## config.mk

```make
export PLATFORM = sky130hd
export DESIGN_NAME = ram_port_ctrl
export DESIGN_NICKNAME = d
export VERILOG_FILES = /design/src/rtl/ram_port_ctrl.sv
export SDC_FILE = /design/constraint.sdc
export NUM_CORES = 1
export LEC_CHECK = 0
export BUFFER_PORTS_ARGS = -buffer_cell sky130_fd_sc_hd__buf_2
export CAP_MARGIN = 5
export CORE_MARGIN = 2
export CORE_UTILIZATION = 47
export CTS_CLUSTER_DIAMETER = 120
export DETAILED_ROUTE_END_ITERATION = 10
export PLACE_DENSITY = 0.81
export SLEW_MARGIN = 20
export SYNTH_ARGS = -nofsm -noshare
export SYNTH_HDL_FRONTEND = slang
export SYNTH_SLANG_ARGS = --single-unit
```

## constraint.sdc

```tcl
create_clock -name clk -period 2.3 [get_ports clk]
set_clock_uncertainty 0.2 [all_clocks]
set_input_delay 0.46 -clock clk [delete_from_list [all_inputs] [get_ports clk]]
set_output_delay 0.46 -clock clk [all_outputs]
set_load 0.05 [all_outputs]
```

## src/rtl/ram_port_ctrl.sv

```systemverilog
// Single-request bridge from a byte-addressed valid/ready port to a synchronous
// word RAM. Partial writes are done as read-modify-write; out-of-range requests get an error response.
module ram_port_ctrl #(
   parameter logic [31:0] RAM_BASE  = 32'h8000_0000,
   parameter logic [31:0] RAM_WORDS = 32'd1048576
) (
   input  logic        clk,
   input  logic        reset,
   input  logic        req_valid,
   output logic        req_ready,
   input  logic [31:0] req_addr,
   input  logic        req_wen,
   input  logic [31:0] req_wdata,
   input  logic [3:0]  req_wmask,
   output logic        resp_valid,
   input  logic        resp_ready,
   output logic [31:0] resp_rdata,
   output logic        resp_err,
   output logic [31:0] ram_rIdx,
   input  logic [31:0] ram_rdata,
   output logic [31:0] ram_wIdx,
   output logic [31:0] ram_wdata,
   output logic        ram_wen
);

   localparam int unsigned BYTES = 4;

   typedef enum logic [2:0] {IDLE, RD, CAP, WR, RESP} state_t;

   state_t      state, state_d;
   logic [31:0] idx_q, data_q, wdata_q;
   logic [3:0]  wmask_q;
   logic        wen_q, err_q;
   logic        accept, in_range;
   logic [31:0] idx_n, merged;

   assign idx_n    = 32'(req_addr - RAM_BASE) >> 2;
   // Compare before subtracting so addresses below the base never wrap into range.
   assign in_range = (req_addr >= RAM_BASE) && (idx_n < RAM_WORDS);
   assign accept   = req_valid && req_ready;

   // Byte merge of new write data over the word just read from RAM.
   always_comb begin
      merged = ram_rdata;
      for (int i = 0; i < int'(BYTES); i++) begin
         if (wmask_q[i]) merged[8*i +: 8] = wdata_q[8*i +: 8];
      end
   end

   always_ff @(posedge clk) begin
      if (reset) state <= IDLE;
      else       state <= state_d;
   end

   always_comb begin
      state_d = state;
      case (state)
         IDLE: begin
            if (accept) begin
               if (!in_range)                state_d = RESP;
               else if (!req_wen)            state_d = RD;
               else if (req_wmask == 4'hF)   state_d = WR;
               else if (req_wmask == 4'h0)   state_d = RESP;
               else                          state_d = RD;
            end
         end
         RD:      state_d = CAP;
         CAP:     state_d = wen_q ? WR : RESP;
         WR:      state_d = RESP;
         RESP:    if (resp_ready) state_d = IDLE;
         default: state_d = IDLE;
      endcase
   end

   // Transaction registers: loaded on accept, read data captured in CAP.
   always_ff @(posedge clk) begin
      if (reset) begin
         idx_q   <= 32'h0;
         data_q  <= 32'h0;
         wdata_q <= 32'h0;
         wmask_q <= 4'h0;
         wen_q   <= 1'b0;
         err_q   <= 1'b0;
      end else if (accept) begin
         idx_q   <= idx_n;
         wdata_q <= req_wdata;
         wmask_q <= req_wmask;
         wen_q   <= req_wen;
         err_q   <= !in_range;
         data_q  <= (in_range && req_wen && req_wmask == 4'hF) ? req_wdata : 32'h0;
      end else if (state == CAP) begin
         data_q  <= wen_q ? merged : ram_rdata;
      end
   end

   assign req_ready  = (state == IDLE) && !reset;
   assign resp_valid = (state == RESP) && !reset;
   assign resp_rdata = data_q;
   assign resp_err   = err_q;
   assign ram_rIdx   = idx_q;
   assign ram_wIdx   = idx_q;
   assign ram_wdata  = data_q;
   assign ram_wen    = (state == WR) && !reset;

endmodule

```

# After elaboration in Yosys (flattened, before gate mapping)
# Cells that the tools add are included.
[op_classes]
n_addsub = 1
magnitude_cmp = 2
n_eq_ne = 7
mux = 16
n_reduce_logical = 13
[ops]
columns = ["op", "n"]
rows = [
  ["$mux 32", 4],
  ["$ge 32x32->1 const B", 1],
  ["$mux 8", 4],
  ["$sub 32x32->32 const B", 1],
  ["$lt 30x21->1 const B", 1],
  ["$mux 3", 7],
  ["$pmux 3 s5", 1],
  ["$logic_and 1x1->1", 7],
  ["$eq 3x2->1 const B", 2],
  ["$eq 4x4->1 const B", 1],
  ["$logic_not 4->1", 1],
  ["$ne 2x2->1 const B", 2],
  ["$eq 3x1->1 const B", 1],
  ["$eq 3x3->1 const B", 1],
  ["$logic_not 3->1", 1],
  ["$logic_not 1->1", 2],
  ["$reduce_and 2->1", 1],
  ["$reduce_bool 2->1", 1],
]
[word_totals]
ff_bits = 103

# Depth between registers and ports, before layout
# Gate-level depths: netlist of the first run.
[logic_depth]
ltp_word = 7
ltp_mapped = 8
mapped_depth_nobuf = 4

# Least setup slack after synthesis of the first run
# No wires, ideal clock.
[synth_path]
path_type = "reg2reg"
from = "register state[1]"
to = "register data_q[10] (netlist: ram_wdata[10])"
setup_time_ps = 91
arrival_ps = 1944
path_slack_ps = 66
path_stages_with_launch = 8
path_cell_list = "dfxtp_1 > buf_2 > nor4_4 > and2_1 > buf_4 > buf_4 > nand3_1 > a311oi_1"
[synth_between]
elab_chain_cells = 4
[synth_rtl]
columns = ["item", "line_no", "text"]
rows = [
  ["from (decl)", "30", "state_t state, state_d;"],
  ["from (signal assigned)", "52", "else state <= state_d;"],
  ["$logic_not 3->1 *", "96", "assign req_ready = (state == IDLE) && !reset;"],
  ["$logic_and 1x1->1 *", "96", ""],
  ["net req_ready", "10", "output logic req_ready,"],
  ["$logic_and 1x1->1 *", "40", "assign accept = req_valid && req_ready;"],
  ["$mux 32 or $reduce_bool 2->1 (tied branches)", "-", ""],
  ["to (signal assigned)", "90", "data_q <= (in_range && req_wen && req_wmask == 4'hF) ? req_wdata : 32'h0;"],
  ["to (signal assigned)", "92", "data_q <= wen_q ? merged : ram_rdata;"],
  ["to (decl)", "31", "logic [31:0] idx_q, data_q, wdata_q;"],
]
# Mark *: on every way through the listed nets, which the timed path passes. The rest lies on a longest branch.
# A chain may end at the register's enable or synchronous reset.

# Worst setup path in the final report of the first run
[layout_path]
from = "register state[1]"
to = "output req_ready"
[layout_between]
elab_chain_cells = 2
[layout_rtl]
columns = ["item", "line_no"]
rows = [
  ["$logic_not 3->1", "96"],
  ["$logic_and 1x1->1", "96"],
  ["to (decl)", "10"],
]
# No other way between the ends.

==> out/summary.txt, run 1 <==
Outcome - finished clean
Worst path depth - 2
Commonest non-fill, non-tap cells in the layout - buf_2, nand2_1, dfxtp_1, nor2_1, nand3b_1
Drt pass-1 iters - 4
Die footprint - 11400 sq um
Critical path arrival - 1.53 ns
Total GRT Usage - 20.7%
Slew @ Worst Pin - 0.666 ns
Cell family with most CP delay - flip-flops
Seq cells post-synth - 103
RD Place Congestion - 0.742
Core ar. - 10300 sq um
Worst hold path depth - 3
Global-route wire length before repair - 19.1 mm
Crit path kind - reg2out
Fin crit period - 2.19 ns
Yosys top cell by area - dfxtp_1
Syn Inst Count - 613
RSZ-0062 raised after global routing - no
Routed WL per cell - 13.4 um
Max Buffers Root-to-Sink - 2
Multi-input logic area - 2230 sq um
DP Wirelength - 8.62 mm
CTS HTree Levels - 3
TritonCTS clock tree - yes
VDD IR max - 461 uV
DRT Wirelength - 12.1 mm
Synthesized cell area - 4950 sq um
CTS Buf Count - 9
Site Rows - 37
Final number of setup-violating endpoints - 0
Post-Place Setup Slack - 0.140 ns
Worst path cell trace - nor4_4, buf_2
# IOs - 237
Reg area - 2060 sq um
DP Cell Count - 884
Largest net degree at the start of global routing - 77
EDFF count, synth - 0
Fin util - 58.1%
P per Cell Area - 715 nW/um^2
CP max stage cell - dfxtp_1
Die width - 107 um
Total number of vias - 4531
Setup TNS after final layout - 0 ns
Vias per inst - 5.03
Fin cells - 900
Initial antenna violation count - 0
Worst hold slack - 0.0743 ns
Max Transition Viols Final - 0
Max-Slew Margin vs Limit - 55.6%
Nets - 864
DP Area - 5790 sq um
Number of post-CTS setup repair buffers - 0
Max Fclk - 456 MHz
Port Buffers - 230
R2r worst-path depth - 5
Initial Util - 48.2%
Crit end category - output port
Overall Power - 4.26 mW
DRC violations left - 0
Initial DRC Count - 195
Final Hold Fails - 0
Hold bufs inserted after CTS - 0
Share of post-route cells with drive strength above 1 - 38.5%
Cell variety after synth - 31
Main synth FF type - dfxtp_1
Vias in the first global route - 4035
Final ANT Viol Nets - 0
Crit path max fanout - 9
Area growth from synthesis to layout - 20.5%
Design area - 5970 sq um
Min-delay worst type - in2reg
GR Overflow Total - 0
Crit start category - register
Top post-synthesis cells by area - dfxtp_1, nand2_1, buf_4, mux2_2, a311oi_1
Die Y - 107 um
Fill cell count - 992
CTS clk-pin slew, worst paths - 0.10 ns
Final period util - 95.3%
Ys async rst share - 0%
Skew-Pair Late Insertion Delay - 0.36 ns
Sequential area share after synthesis - 41.6%
Diode count - 0
Static Leak - 2.89 nW
Max-cap check violation count - 0
Crit path largest cell delay - 0.43 ns
Area share of the largest cell type after synthesis - 41.6%
Crit path required time - 1.64 ns
Post-Syn Area per Cell - 8.08 sq um
Worst Path Buf+Inv - 1
Post-CTS sizing - 0
Clock Sink Count - 103
Synth warn - 0
Clock root buffer - clkbuf_8
Worst setup margin - 0.109 ns
Commonest non-fill, non-tap cell in the layout - buf_2
-- synth_stat cells (2+ instances only) --
library cell	number
dfxtp_1	103
a21oi_1	32
nand3b_1	34
buf_1	4
and2_1	2
mux2_2	32
buf_4	69
nor2_1	40
nand3_1	33
and3_1	2
a211oi_1	2
buf_2	14
nand2_1	171
clkbuf_1	24
a311oi_1	32
nor4_1	4
-- logic make-up (layout without fill, tap and decap cells) --
group	after synthesis	count (layout)	share of synthesized area (%)
AND/OR/NAND/NOR	294	294	27.0
flip-flops	103	103	41.6
AO/OA/AOI/OAI	71	71	10.0
multiplexers	32	32	7.27
other	1	4	0.0757
buffers and inverters	112	260	14.1
-- worst paths after layout --
check             slack [ns]             to         from
setup / recovery        0.11      req_ready     state[1]
hold / removal          0.07    ram_rIdx[7]  req_addr[9]
setup reg to reg        0.26  ram_wdata[14]     state[1]
hold reg to reg         0.26    wdata_q[19]  wdata_q[19]
-- tightest hold or removal path, cell delays in order --
cell and delay [ns]:
buf_2 0.07, nand2_1 0.04, nand2_1 0.04
-- area by class of cell --
class | instances | share of cell area (%)
multi-input cells | 401 | 37.3
flip-flops and latches | 103 | 34.5
repair buffers | 243 | 22.2
well taps | 136 | 2.85
clock buffers | 10 | 2.14
clock inverters | 6 | 0.881
inverters | 1 | 0.0629
-- state kept, by name (all words and copies together), names as in the netlist --
name / flops
ram_rIdx: 30
resp_err: 1
wdata_q: 32
state: 3
wen_q: 1
ram_wdata: 32
wmask_q: 4
-- per-layer routing --
metal | GRT usage (%) | wire, um | vias to the layer above
li1 | - | - | 2293
met1 | 25.8 | 5270 | 2069
met2 | 36.0 | 5930 | 157
met3 | 4.86 | 721 | 12
met4 | 5.01 | 159 | 0
met5 | 0 | 0 | -
-- power breakdown --
part	internal (mW)	leakage [nW]	switching [mW]	total (mW)
Combinational	0.327	1.96	0.891	1.22
Clock	0.410	0.0850	0.657	1.07
Sequential	1.90	0.845	0.0788	1.98
Total	2.64	2.89	1.63	4.26
Note: power is estimated with default switching activity, not from simulation.
==> run 2, diff against run 1 <==
--- a/config.mk
+++ b/config.mk
@@ -11,7 +11,9 @@
 export CORE_UTILIZATION = 47
 export CTS_CLUSTER_DIAMETER = 120
 export DETAILED_ROUTE_END_ITERATION = 10
+export GPL_TIMING_DRIVEN = 0
 export PLACE_DENSITY = 0.81
+export REMOVE_ABC_BUFFERS = 1
 export SLEW_MARGIN = 20
 export SYNTH_ARGS = -nofsm -noshare
 export SYNTH_HDL_FRONTEND = slang
==> out/summary.txt, run 2 (same netlist as run 1, synthesis figures left out) <==
Hold bufs inserted after CTS - 0 (unchanged)
Worst hold slack - 0.0910 ns (+0.0167 ns)
Max Fclk - 453 MHz (-0.70%)
Worst Path Buf+Inv - 1 (unchanged)
Core ar. - 10300 sq um (unchanged)
Total GRT Usage - 20.2% (-0.49 points)
Static Leak - 2.90 nW (+0.38%)
Diode count - 0 (unchanged)
Largest net degree at the start of global routing - 54 (-30%)
Clk pwr share - 28.8% (+3.8 points)
Crit path largest cell delay - 0.49 ns (+0.06 ns)
P per Cell Area - 750 nW/um^2 (+4.9%)
DP Wirelength - 8.19 mm (-4.9%)
Routed WL per cell - 13.6 um (+1.4%)
TritonCTS clock tree - yes
Max-cap check violation count - 0 (unchanged)
Vias per inst - 5.11 (+1.5%)
Port Buffers - 230 (unchanged)
Psw - 1.57 mW (-3.4%)
RSZ-0062 raised after global routing - no
Min-delay worst type - in2reg
DP Cell Count - 876 (-0.90%)
Outcome - finished clean
Clock Sink Count - 103 (unchanged)
Fin crit period - 2.21 ns (+0.0155 ns)
Crit end category - output port
Slew @ Worst Pin - 0.491 ns (-0.175 ns)
Final Hold Fails - 0 (unchanged)
Initial antenna violation count - 0 (unchanged)
Area growth from synthesis to layout - 21.3%
Crit path required time - 1.64 ns (about the same)
Combinational fraction of design power - 27.3% (-1.3 points)
Crit path kind - reg2out
DRT Wirelength - 12.2 mm (+0.72%)
Crit start category - register
Skew-Pair Late Insertion Delay - 0.35 ns (about the same)
Reg power frac - 43.9% (-2.5 points)
Clock root buffer - clkbuf_8
Vias in the first global route - 3990 (-1.1%)
Cell family with most CP delay - simple AND/OR/NAND/NOR gates
Die Y - 107 um (unchanged)
Commonest non-fill, non-tap cells in the layout - buf_2, nand2_1, dfxtp_1, nor2_1, nand3b_1
DRC violations left - 0 (unchanged)
Final period util - 96.0% (+0.67 points)
CTS HTree Levels - 3 (unchanged)
Final ANT Viol Nets - 0 (unchanged)
VDD IR max - 373 uV (-19%)
Nets - 861 (-0.35%)
Max Buffers Root-to-Sink - 2 (unchanged)
Switching Share - 34.8% (-3.3 points)
# IOs - 237 (unchanged)
Max Transition Viols Final - 0 (unchanged)
CTS Buf Count - 9 (unchanged)
RD Place Congestion - 0.759 (+2.2%)
Share of post-route cells with drive strength above 1 - 38.3% (-0.22 points)
Global-route wire length before repair - 18.9 mm (-1.2%)
Max-Slew Margin vs Limit - 67.0% (+11 points)
CTS clk-pin slew, worst paths - 0.10 ns (about the same)
Final number of setup-violating endpoints - 0 (unchanged)
Total number of vias - 4567 (+0.79%)
Initial DRC Count - 235 (+21%)
Site Rows - 37 (unchanged)
Initial Util - 48.2% (unchanged)
Crit path max fanout - 9 (unchanged)
Drt pass-1 iters - 4 (unchanged)
Die footprint - 11400 sq um (unchanged)
Die width - 107 um (unchanged)
Power Internal - 2.94 mW (+11%)
Commonest non-fill, non-tap cell in the layout - buf_2
Worst path cell trace - nor4_4, buf_4
Critical path arrival - 1.55 ns (+0.02 ns)
CP max stage cell - nor4_4
Fin cells - 894 (-0.67%)
GR Overflow Total - 0 (unchanged)
run 2: cell count changes in the layout (fill, tap and decap cells not counted), moves of 2 or more:
cell | before | now
and2_4 | 1 | 3
buf_2 | 230 | 228
buf_16 | 0 | 2
buf_4 | 7 | 4
bufinv_16 | 0 | 3
clkinv_4 | 2 | 0
buf_12 | 6 | 3
run 2: cell type report:
type	instances	area [sq um]
clock inverter	4	97.6
fill	975	4270
multi-input combinational	403	2260
sequential	103	2060
clock buffer	9	124
timing repair buffer	238	1300
tap	136	170
inverter	1	3.75
run 2: final timing paths:
path | startpoint | end | slack [ns] | cells after the start
setup / recovery | state[1] | req_ready | 0.09 | 2
hold / removal | req_addr[9] | ram_rIdx[7] | 0.09 | 3
setup reg to reg | state[1] | ram_wdata[21] | 0.21 | 5
hold reg to reg | wdata_q[19] | wdata_q[19] | 0.26 | 2
run 2: metal layers:
layer | global-route usage, % | wire [um]
met1 | 25.3 | 5150
met2 | 34.7 | 6010
met3 | 4.32 | 849
met4 | 6.31 | 157
met5 | 0 | 0
run 2: worst reg2reg max path: cells and delay by family (launching register included):
kind | cells | cell delay (ns)
DFF | 1 | 0.42
AOI/OAI and AO/OA | 1 | 0.27
and+or+nand+nor | 3 | 0.88
buffers and inverters | 1 | 0.22
run 2: what timing repair did:
item / 4_1_cts / 5_1_grt
pin swaps: 2 / 0
cloned: 2 / 0
setup endpoints to repair: 23 / 39
setup buffers: 2 / 1
resized for setup: 1 / 6
run 2: power groups by stage:
stage / Clock [mW] / Combinational (mW) / Sequential [mW]
floorplan: 0 / 0.289 / 2.58
global placement: 0 / 1.20 / 2.02
detailed placement: 0 / 1.22 / 2.02
CTS: 1.33 / 1.23 / 1.98
global route: 1.40 / 1.30 / 1.99
finish: 1.30 / 1.23 / 1.98
run 2: through the flow:
step	setup TNS, ns	area (sq um)	total power [mW]	util, %	setup WS [ns]
finish	0	6010	4.51	58.5	0.0930
global route	0	6010	4.70	58.5	0.0110
CTS	-0.00162	5990	4.54	58.3	-0.00162
detailed placement	-24.09	5730	3.23	55.8	-0.515
global placement	-342.26	5590	3.22	54.4	-5.38
floorplan	-156.18	4270	2.87	-	-2.47
==> run 3, diff against run 2 <==
--- a/config.mk
+++ b/config.mk
@@ -7,7 +7,6 @@
 export LEC_CHECK = 0
 export BUFFER_PORTS_ARGS = -buffer_cell sky130_fd_sc_hd__buf_2
 export CAP_MARGIN = 5
-export CORE_MARGIN = 2
 export CORE_UTILIZATION = 47
 export CTS_CLUSTER_DIAMETER = 120
 export DETAILED_ROUTE_END_ITERATION = 10
==> out/summary.txt, run 3 (same netlist as run 1, synthesis figures left out) <==
P per Cell Area - 712 nW/um^2 (-5.0%)
Clock root buffer - clkbuf_8
Hold path endpoint - ram_rIdx[5]
Share of post-route cells with drive strength above 1 - 38.7% (+0.40 points)
Commonest non-fill, non-tap cells in the layout - buf_2, nand2_1, dfxtp_1, nor2_1, nand3b_1
Commonest non-fill, non-tap cell in the layout - buf_2
Area growth from synthesis to layout - 20.8%
Drt pass-1 iters - 5 (+1)
Largest net degree at the start of global routing - 56 (+3.7%)
DP Wirelength - 8.01 mm (-2.3%)
CTS Buf Count - 9 (unchanged)
DRT Wirelength - 11.9 mm (-2.1%)
TritonCTS clock tree - yes
Final Hold Fails - 0 (unchanged)
Nets - 864 (+0.35%)
Design area - 5990 sq um (-0.42%)
R2r endpoint - ram_wdata[14]
Max Transition Viols Final - 0 (unchanged)
RD Place Congestion - 0.757 (-0.21%)
DP Area - 5730 sq um (unchanged)
Max-Slew Margin vs Limit - 65.4% (-1.5 points)
CTS HTree Levels - 3 (unchanged)
Initial antenna violation count - 0 (unchanged)
Die width - 105 um (-1.9%)
Worst setup margin - 0.238 ns (+0.145 ns)
Fin util - 58.3% (-0.24 points)
Worst hold path depth - 3 (unchanged)
Total number of vias - 4557 (-0.22%)
Initial Util - 48.2% (unchanged)
Hold bufs inserted after CTS - 0 (unchanged)
Crit path required time - 1.64 ns (about the same)
Diode count - 0 (unchanged)
Max Buffers Root-to-Sink - 2 (unchanged)
Outcome - finished clean
VDD IR max - 387 uV (+3.6%)
Core ar. - 10300 sq um (unchanged)
# IOs - 237 (unchanged)
Skew-Pair Late Insertion Delay - 0.35 ns (about the same)
Worst hold slack - 0.0879 ns (-0.00305 ns)
Vias in the first global route - 4036 (+1.2%)
Post-Place Setup Slack - -0.345 ns (+0.170 ns)
RSZ-0062 raised after global routing - no
Vias per inst - 5.07 (-0.77%)
Max-cap check violation count - 0 (unchanged)
Slew @ Worst Pin - 0.518 ns (+0.0275 ns)
R2r worst-path depth - 6 (+1)
Crit path max fanout - 51 (+42)
Max Fclk - 485 MHz (+7.0%)
Global-route wire length before repair - 19.2 mm (+1.9%)
Fin crit period - 2.06 ns (-0.145 ns)
GR Overflow Total - 0 (unchanged)
Final ANT Viol Nets - 0 (unchanged)
Crit end category - output port
R2R Setup Slk - 0.26 ns (+0.05 ns)
Final number of setup-violating endpoints - 0 (unchanged)
Initial DRC Count - 213 (-9.4%)
Total GRT Usage - 21.6% (+1.4 points)
DRC violations left - 0 (unchanged)
Die footprint - 11000 sq um (-3.7%)
HP Start - req_addr[7]
Worst r2r src - state[2]
Port Buffers - 230 (unchanged)
Min-delay worst type - in2reg
Final period util - 89.6% (-6.3 points)
Site Rows - 37 (unchanged)
Crit start category - primary input
Die Y - 105 um (-1.9%)
CTS clk-pin slew, worst paths - 0.09 ns (about the same)
Crit path kind - in2out
Critical path arrival - 1.40 ns (-0.15 ns)
Clock Sink Count - 103 (unchanged)
Routed WL per cell - 13.3 um (-2.6%)
Static Leak - 2.90 nW (about the same)
==> run 3: cell types whose count changed in the layout (fill, tap and decap cells not counted), moves of 2 or more <==
cell       delta
buf_4         +3
bufinv_16     -3
clkbuf_8      +3
and2_2        +2
and2_4        -2
clkinv_2      +2
==> run 3: power breakdown <==
| group | leakage (nW) | internal, mW | switching (mW) | total (mW) |
|---|---|---|---|---|
| logic | 1.96 | 0.332 | 0.898 | 1.23 |
| clock network | 0.0942 | 0.474 | 0.581 | 1.06 |
| registers | 0.845 | 1.90 | 0.0780 | 1.98 |
| total | 2.90 | 2.71 | 1.56 | 4.26 |
==> run 3: per-layer routing <==
metal,wire [um],part of all wire [%],GRT usage (%)
met1,5210,44,26.3
met2,5960,50,38.1
met3,625,5.2,3.68
met4,109,0.92,7.75
met5,0,0,0
==> run 3: critical path: stages <==
cell,delay (ns)
buf_4,0.42
nor2_1,0.10
and3_1,0.19
buf_2,0.20
==> run 3: through the flow <==
stage | total power, mW | setup TNS, ns | instances
after detailed placement | 3.23 | -9.70 | 876
after global placement | 3.22 | -349.36 | 871
after global routing | 4.47 | 0 | 899
final | 4.26 | 0 | 899
after floorplan | 2.87 | -156.18 | 505
after CTS | 4.30 | 0 | 893
==> run 3: what timing repair did <==
action                     in CTS  in global routing
setup buffers                   0                  6
resized for setup               0                  2
cloned                          2                  0
pin swaps                       2                  2
setup endpoints to repair       9                 24
==> run 3: layout make-up <==
type,count,area (sq um)
fill,1019,4290
tap,136,170
clock inverter,3,17.5
sequential,103,2060
clock buffer,12,165
inverter,1,3.75
timing repair buffer,241,1310
multi-input combinational,403,2250
==> run 3: worst max-delay path by stage <==
| stage | startpoint | endpoint | slack [ns] | depth (start not counted) |
|---|---|---|---|---|
| floorplan | reset | ram_wdata[0] | -2.47 | 3 |
| global placement | reset | ram_wdata[1] | -5.54 | 4 |
| detailed placement | reset | ram_wdata[18] | -0.35 | 6 |
| CTS | state[0] | req_ready | 0.002 | 2 |
| global route | state[2] | ram_wdata[14] | 0.12 | 6 |
| finish | reset | ram_wen | 0.24 | 4 |
